==> src/rtl/instr_encoder.sv <==
// Streaming instruction encoder and program loader: packs R/I/M/J field sets into
// 32-bit words and writes them sequentially into instruction memory.
// Optional running XOR checksum of written words: define INSTR_ENC_CHECKSUM_EN.
module instr_encoder #(
    parameter int ADDR_W    = 8,
    parameter int LAST_ADDR = 255
) (
    input  logic              clk,
    input  logic              rst_n,
    input  logic              start,
    input  logic [ADDR_W-1:0] base_addr,
    input  logic              stop,
    input  logic              in_valid,
    output logic              in_ready,
    input  logic [1:0]        fmt,
    input  logic [5:0]        op,
    input  logic [4:0]        rs,
    input  logic [4:0]        rt,
    input  logic [4:0]        sh,
    input  logic [10:0]       fn,
    input  logic [20:0]       imm,
    input  logic [25:0]       jtr,
    output logic              mem_we,
    output logic [ADDR_W-1:0] mem_addr,
    output logic [31:0]       mem_wdata,
    output logic              busy,
    output logic              done,
    output logic [ADDR_W:0]   count,
    output logic [31:0]       checksum
);

    typedef enum logic [1:0] {
        IDLE = 2'd0,
        LOAD = 2'd1,
        DONE = 2'd2
    } state_e;

    localparam logic [ADDR_W-1:0] LastAddr = ADDR_W'(LAST_ADDR);

    state_e            state_q, state_d;
    logic [ADDR_W-1:0] ptr_q, ptr_d;
    logic [ADDR_W:0]   count_q, count_d;
    logic              we_q, we_d;
    logic [ADDR_W-1:0] addr_q, addr_d;
    logic [31:0]       wdata_q, wdata_d;
    logic [31:0]       packed_word;
    logic              accept;
    logic              start_acc;

    always_comb begin
        packed_word = 32'h0;
        case (fmt)
            2'b00:   packed_word = {op, rs, rt, sh, fn};
            2'b01:   packed_word = {op, rs, rt, imm[15:0]};
            2'b10:   packed_word = {op, rs, imm};
            default: packed_word = {op, jtr};
        endcase
    end

    // in_ready depends only on registered state, never on in_valid or stop.
    assign in_ready  = (state_q == LOAD);
    assign accept    = in_ready && in_valid;
    assign start_acc = start && ((state_q == IDLE) || (state_q == DONE));

    always_comb begin
        state_d = state_q;
        ptr_d   = ptr_q;
        count_d = count_q;
        we_d    = 1'b0;
        addr_d  = addr_q;
        wdata_d = wdata_q;
        case (state_q)
            IDLE, DONE: begin
                if (start) begin
                    count_d = '0;
                    if (base_addr <= LastAddr) begin
                        state_d = LOAD;
                        ptr_d   = base_addr;
                    end else begin
                        state_d = DONE;
                    end
                end
            end
            LOAD: begin
                if (accept) begin
                    we_d    = 1'b1;
                    addr_d  = ptr_q;
                    wdata_d = packed_word;
                    count_d = count_q + 1'b1;
                    // Stop at the last address instead of wrapping the pointer.
                    if (ptr_q == LastAddr) begin
                        state_d = DONE;
                    end else begin
                        ptr_d = ptr_q + 1'b1;
                    end
                end
                if (stop) begin
                    state_d = DONE;
                end
            end
            default: state_d = IDLE;
        endcase
    end

    always_ff @(posedge clk or negedge rst_n) begin
        if (!rst_n) begin
            state_q <= IDLE;
            ptr_q   <= '0;
            count_q <= '0;
            we_q    <= 1'b0;
            addr_q  <= '0;
            wdata_q <= 32'h0;
        end else begin
            state_q <= state_d;
            ptr_q   <= ptr_d;
            count_q <= count_d;
            we_q    <= we_d;
            addr_q  <= addr_d;
            wdata_q <= wdata_d;
        end
    end

`ifdef INSTR_ENC_CHECKSUM_EN
    logic [31:0] sum_q, sum_d;

    // Folded in at accept time so it moves together with mem_we and count.
    always_comb begin
        sum_d = sum_q;
        if (start_acc) begin
            sum_d = 32'h0;
        end else if (accept) begin
            sum_d = sum_q ^ packed_word;
        end
    end

    always_ff @(posedge clk or negedge rst_n) begin
        if (!rst_n) begin
            sum_q <= 32'h0;
        end else begin
            sum_q <= sum_d;
        end
    end

    assign checksum = sum_q;
`else
    logic unused_start_acc;
    assign unused_start_acc = start_acc;
    assign checksum         = 32'h0;
`endif

    assign mem_we    = we_q;
    assign mem_addr  = addr_q;
    assign mem_wdata = wdata_q;
    assign busy      = (state_q == LOAD);
    assign done      = (state_q == DONE);
    assign count     = count_q;

endmodule

==> config.mk <==
export PLATFORM = sky130hd
export DESIGN_NAME = instr_encoder
export DESIGN_NICKNAME = d
export VERILOG_FILES = /design/src/rtl/instr_encoder.sv
export SDC_FILE = /design/constraint.sdc
export NUM_CORES = 1
export LEC_CHECK = 0
export BUFFER_PORTS_ARGS = -buffer_cell sky130_fd_sc_hd__buf_2
export CAP_MARGIN = 30
export CELL_PAD_IN_SITES_DETAIL_PLACEMENT = 1
export CELL_PAD_IN_SITES_GLOBAL_PLACEMENT = 1
export CORE_MARGIN = 2
export CORE_UTILIZATION = 36
export CTS_BUF_LIST = sky130_fd_sc_hd__clkbuf_8
export DETAILED_ROUTE_END_ITERATION = 7
export GPL_TIMING_DRIVEN = 0
export PLACE_DENSITY_LB_ADDON = 0.1
export RECOVER_POWER = 100
export REMOVE_ABC_BUFFERS = 1
export SETUP_SLACK_MARGIN = 0.1
export SYNTH_ARGS = -nofsm -noshare
export SYNTH_HDL_FRONTEND = slang
export SYNTH_SLANG_ARGS = --single-unit
==> constraint.sdc <==
create_clock -name clk -period 2.7 [get_ports clk]
set_input_delay 0.135 -clock clk [delete_from_list [all_inputs] [get_ports clk]]
set_output_delay 0.135 -clock clk [all_outputs]
set_load 0.1 [all_outputs]
==> results.toml, run 1 <==
[final_layout]
antennaDiodeCount = 0
nets = 619
ff_latch_area_mm2 = 0.00150
final_cell_count_no_fill = 639
n_fill_cell = 1182
syn2layout_area_growth_pct = 25.1
drive_gt1_share_pct = 24.8
multi_input_area_mm2 = 0.00164

[detailed_routing]
firstDrtPassIters = 4
vias_per_cell = 4.90
vias = 3134
wl_per_cell_um = 14.9
drc = 0
drtIter0Drc = 68
drtAntennaViolNets = 0
routed_wl_um = 9540

[yosys]
synthTopCellsByCount = "nand2_1 (84), dfrtp_1 (60), o21ai_0 (49)"
synth_edf_count = 0
avgSynthCellArea_um2 = 8.92
yosys.area.top_type = "dfrtp_1"
ys_seq_area_share_pct = 44.2
synthArstFlopShare_pct = 100
yosysMostFrequentCell = "nand2_1"
ys_seq_elements = 60
ys.warnings.count = 0
syn-cell-area_mm2 = 0.00340
synth_cell_type_count = 40
synthFlopType = "dfrtp_1"
postSynthCellCount = 381
netlist_top_cells_area = "dfrtp_1 (44%), nand2_1 (9.3%), buf_4 (7.7%), mux2i_1 (7.7%), o21ai_0 (7.2%)"
synth_top_area_share_pct = 44.2

[clock_network]
cts_buffer_depth = 2
cts_tree = "built"
cts_root_buf = "clkbuf_8"
htreeDepth = 3
path_clk_slew_ps = 70
cts_setup_buffers = 0
clock-sinks = 60
cts_made_buffers = 9
clock_latency_ps = 330

[placement]
portBuffers = 146
numPlacedInstances = 615
gp_congestion = 0.776
hpwl_um = 6630
place_ws_ps = 65.4

[sta]
fmax_ghz = 0.424
fin_hold_ws_ps = 72.8
setup_violations = 0
fin_ws_ps = 342
slew_violations = 61
finalHoldViolations = 0
finalCritPeriodShare_pct = 87.3
rsz0062_at_grt = "false"
max_slew_margin_pct = -3.27
fin_crit_ps = 2360
fin_skew_ps = 9.67
tightest_slew_ps = 1550

[global_routing]
antenna_found_initial = 0
grt_pass1_wl_um = 15300
grt_overflow_total = 0
grt_max_degree = 63
grt_pass1_vias = 3179
grt_util_all_layers_pct = 18.9

[critical_path]
r2r_cells = 4
worstSetupStartpointType = "flop"
endpoint_kind = "flop"
worstSetupPathType = "reg -> reg"
crit_path_max_fanout = 31
critPathArrivalTime_ps = 2520
required_ps = 2870

[floorplan]
num_rows = 35
die_h_um = 101
die_area_mm2 = 0.0102
ios = 179
core_mm2 = 0.00920
fp.dieW_um = 101
start_util_pct = 37.0

[run_status]
violations = "max-capacitance violations, max-slew violations"
status = "finished with violations"

[run]
maxCapViolCount = 1

[pwr]
leakage_nw = 2.10
p_per_area_mw_per_mm2 = 1380
power_mw = 5.86
ir_drop_uv = 933

[min_path]
holdPathStages = 3
hold_class = "in -> reg"
==> power by group <==
| group | switching [mW] | internal [mW] |
|---|---|---|
| combinational | 3.09 | 0.435 |
| sequential | 0.244 | 1.26 |
| clock | 0.374 | 0.449 |
==> path summary, 6_finish.rpt <==
check                                     startpoint                   endpoint  slack [ps]
min in group asynchronous                      rst_n  mem_wdata[16]$_DFFE_PN0P_         710
max in group asynchronous                      rst_n    mem_addr[5]$_DFFE_PN0P_        1040
setup / recovery              state_q[0]$_DFFE_PN0P_  mem_wdata[18]$_DFFE_PN0P_         340
hold / removal                                  stop     state_q[1]$_DFFE_PN0P_          70
setup reg to reg              state_q[0]$_DFFE_PN0P_  mem_wdata[18]$_DFFE_PN0P_         340
hold reg to reg            mem_wdata[28]$_DFFE_PN0P_  mem_wdata[28]$_DFFE_PN0P_         480
==> area by class of cell <==
| type | count | share of cell area [%] |
|---|---|---|
| clock inverters | 6 | 1.50 |
| multi-input cells | 291 | 38.5 |
| flip-flops and latches | 60 | 35.3 |
| repair buffers | 153 | 17.3 |
| well taps | 111 | 3.26 |
| clock buffers | 10 | 3.24 |
| inverters | 8 | 0.853 |
==> worst max-delay path, cell delays in order (launching register included) <==
cell      delay [ps]
dfrtp_1          430
nand2b_2         260
clkinv_2         330
nand2_1          950
o21ai_0          220
==> stage by stage <==
| stage | setup TNS, ps | utilization [%] | cell area [µm²] |
|---|---|---|---|
| 5_1_grt | 0 | 46.3 | 4250 |
| 3_3_place_gp | 0 | 43.9 | 4040 |
| 6_report | 0 | 46.3 | 4250 |
| 2_1_floorplan | -795 | - | 3170 |
| 3_5_place_dp | 0 | 44.0 | 4040 |
| 4_1_cts | 0 | 47.0 | 4320 |
==> per-layer routing <==
layer,wire length (µm),GRT usage (%),up-vias
met2,4790,32.8,115
li1,-,-,1516
met4,137,6.96,0
met1,4070,23.5,1490
met5,0,0,-
met3,541,3.45,13
==> flip-flops by register name, summed over array words and instances (netlist names) <==
signal	cells
ptr_q	8
mem_wdata	32
state_q	2
mem_we	1
mem_addr	8
count	9
==> cells by family after synthesis <==
kind of cell             after synthesis  synth area share [%]
buffers and inverters                 62                  11.2
AO/OA/AOI/OAI                         81                  13.8
other                                  1                 0.110
adder cells (fa/ha/maj)                2                 0.736
AND/OR/NAND/NOR                      128                  15.8
multiplexers                          41                  12.6
XOR/XNOR                               6                  1.55
flip-flops                            60                  44.2
==> timing repair <==
action | in CTS | in global routing
resized for setup | 1 | 0
gates cloned | 0 | 1
endpoints found under the hold margin | 66 | 0
hold buffers | 7 | 0
pin swaps | 0 | 1
setup endpoints to repair | 8 | 8
==> layout by cell type (no fill, tap or decap), types with 15 or more instances in the layout <==
master / count
conb_1: 32
nor2_1: 19
clkbuf_1: 51
mux2i_1: 26
dfrtp_1: 60
o21ai_0: 50
nand2_1: 85
mux2_2: 15
buf_2: 92
No activity file was read; power rests on OpenSTA's default activity.
==> run 2: changes to the inputs <==
- CELL_PAD_IN_SITES_DETAIL_PLACEMENT: 1 -> not set
- CELL_PAD_IN_SITES_GLOBAL_PLACEMENT: 1 -> not set
- CORE_UTILIZATION: 36 -> 50
- PLACE_DENSITY: not set -> 0.88
- PLACE_DENSITY_LB_ADDON: 0.1 -> not set
==> results.toml, run 2 (same netlist as run 1, synthesis figures left out) <==
[global_routing]
antenna_found_initial = 0
grt_max_degree = 63
grt_pass1_wl_um = 12800
grt_overflow_total = 0
grt_pass1_vias = 2878
grt_util_all_layers_pct = 21.6

[sta]
finalHoldViolations = 0
max_slew_margin_pct = -14.4
tightest_slew_ps = 1720
rsz0062_at_grt = "false"
fin_ws_ps = 316
fin_skew_ps = 9.76
fmax_ghz = 0.420
slew_violations = 31
setup_violations = 0
finalCritPeriodShare_pct = 88.3
fin_crit_ps = 2380

[clock_network]
clock-sinks = 60
htreeDepth = 3
cts_made_buffers = 9
cts_buffer_depth = 2
cts_tree = "built"
cts_root_buf = "clkbuf_8"
path_clk_slew_ps = 70
cts_setup_buffers = 0
clock_latency_ps = 320

[detailed_routing]
routed_wl_um = 8000
vias_per_cell = 5.00
drtAntennaViolNets = 0
firstDrtPassIters = 4
drc = 0
wl_per_cell_um = 13.2
vias = 3034
drtIter0Drc = 135

[placement]
portBuffers = 146
hpwl_um = 6030
place_ws_ps = 253
numPlacedInstances = 585
gp_congestion = 0.849

[floorplan]
fp.dieW_um = 86.5
die_h_um = 86.5
core_mm2 = 0.00668
ios = 179
num_rows = 30
die_area_mm2 = 0.00747
start_util_pct = 50.9

[pwr]
ir_drop_uv = 841
power_mw = 6.07
p_per_area_mw_per_mm2 = 1410
leakage_nw = 2.13

[final_layout]
final_common_cell = "buf_2"
drive_gt1_share_pct = 24.1
nets = 618
final_cell_count_no_fill = 607
antennaDiodeCount = 0
syn2layout_area_growth_pct = 26.2
largest_reg_flops = 32
final_cell_mix = "buf_2 (92), nand2_1 (84), dfrtp_1 (60), clkbuf_1 (54), o21ai_0 (49)"

[critical_path]
worstSetupStartpointType = "flop"
worstSetupPathType = "reg -> reg"
endpoint_kind = "flop"
crit_path_max_fanout = 62
critPathArrivalTime_ps = 2570
required_ps = 2890

[min_path]
hold_class = "in -> reg"

[run]
maxCapViolCount = 1

[run_status]
status = "finished with violations"
violations = "max-capacitance violations, max-slew violations"
run 2: through the flow:
| step | TNS [ps] | hold WS, ps | cell area, µm² | util, % |
|---|---|---|---|---|
| finish | 0 | 14.5 | 4290 | 64.2 |
| global route | 0 | 6.75 | 4290 | 64.2 |
| CTS | 0 | 8.13 | 4350 | 65.1 |
| detailed placement | 0 | 229 | 4020 | 60.2 |
| global placement | 0 | 329 | 4000 | 59.9 |
| floorplan | -795 | -161 | 3170 | - |
run 2: final cells by class:
cell class              instances  area, µm²
clock inverters                 6        128
clock buffers                  10        138
flip-flops and latches         60       1500
fillers                       619       2390
well taps                      80        100
inverters                       8       36.3
multi-input cells             290       1640
repair buffers                153        743
run 2: critical path, stage by stage, from the launching register on:
cell      delay [ps]
dfrtp_1          430
nand2b_2         240
clkinv_2         290
nand2_8          360
inv_6            150
o21ai_4          150
and2_0           450
o22ai_1          170
run 2: path summary, 6_finish.rpt:
kind / slack [ps] / depth (start not counted) / to / startpoint
setup / recovery: 320 / 7 / ptr_q[4]$_DFFE_PN0P_ / state_q[0]$_DFFE_PN0P_
hold / removal: 10 / 3 / mem_wdata[28]$_DFFE_PN0P_ / op[2]
setup reg to reg: 320 / 7 / ptr_q[4]$_DFFE_PN0P_ / state_q[0]$_DFFE_PN0P_
hold reg to reg: 470 / 2 / mem_addr[7]$_DFFE_PN0P_ / mem_addr[7]$_DFFE_PN0P_
max in group asynchronous: 890 / 2 / mem_wdata[12]$_DFFE_PN0P_ / rst_n
min in group asynchronous: 810 / 2 / mem_wdata[20]$_DFFE_PN0P_ / rst_n
run 2: power breakdown:
part	internal, mW	switching, mW	total [mW]
clock	0.726	0.337	1.06
combinational	0.437	3.06	3.50
sequential	1.26	0.243	1.50
run 2: what timing repair did:
action / CTS / global route
hold buffers: 6 / 0
setup endpoints to repair: 0 / 8
hold endpoints to repair: 35 / 0
gates resized for setup: 0 / 1
run 2: per-layer routing:
| metal | GRT usage [%] | wire length, µm |
|---|---|---|
| met1 | 25.1 | 3240 |
| met2 | 39.0 | 4210 |
| met3 | 4.10 | 388 |
| met4 | 8.81 | 170 |
| met5 | 0 | 0 |
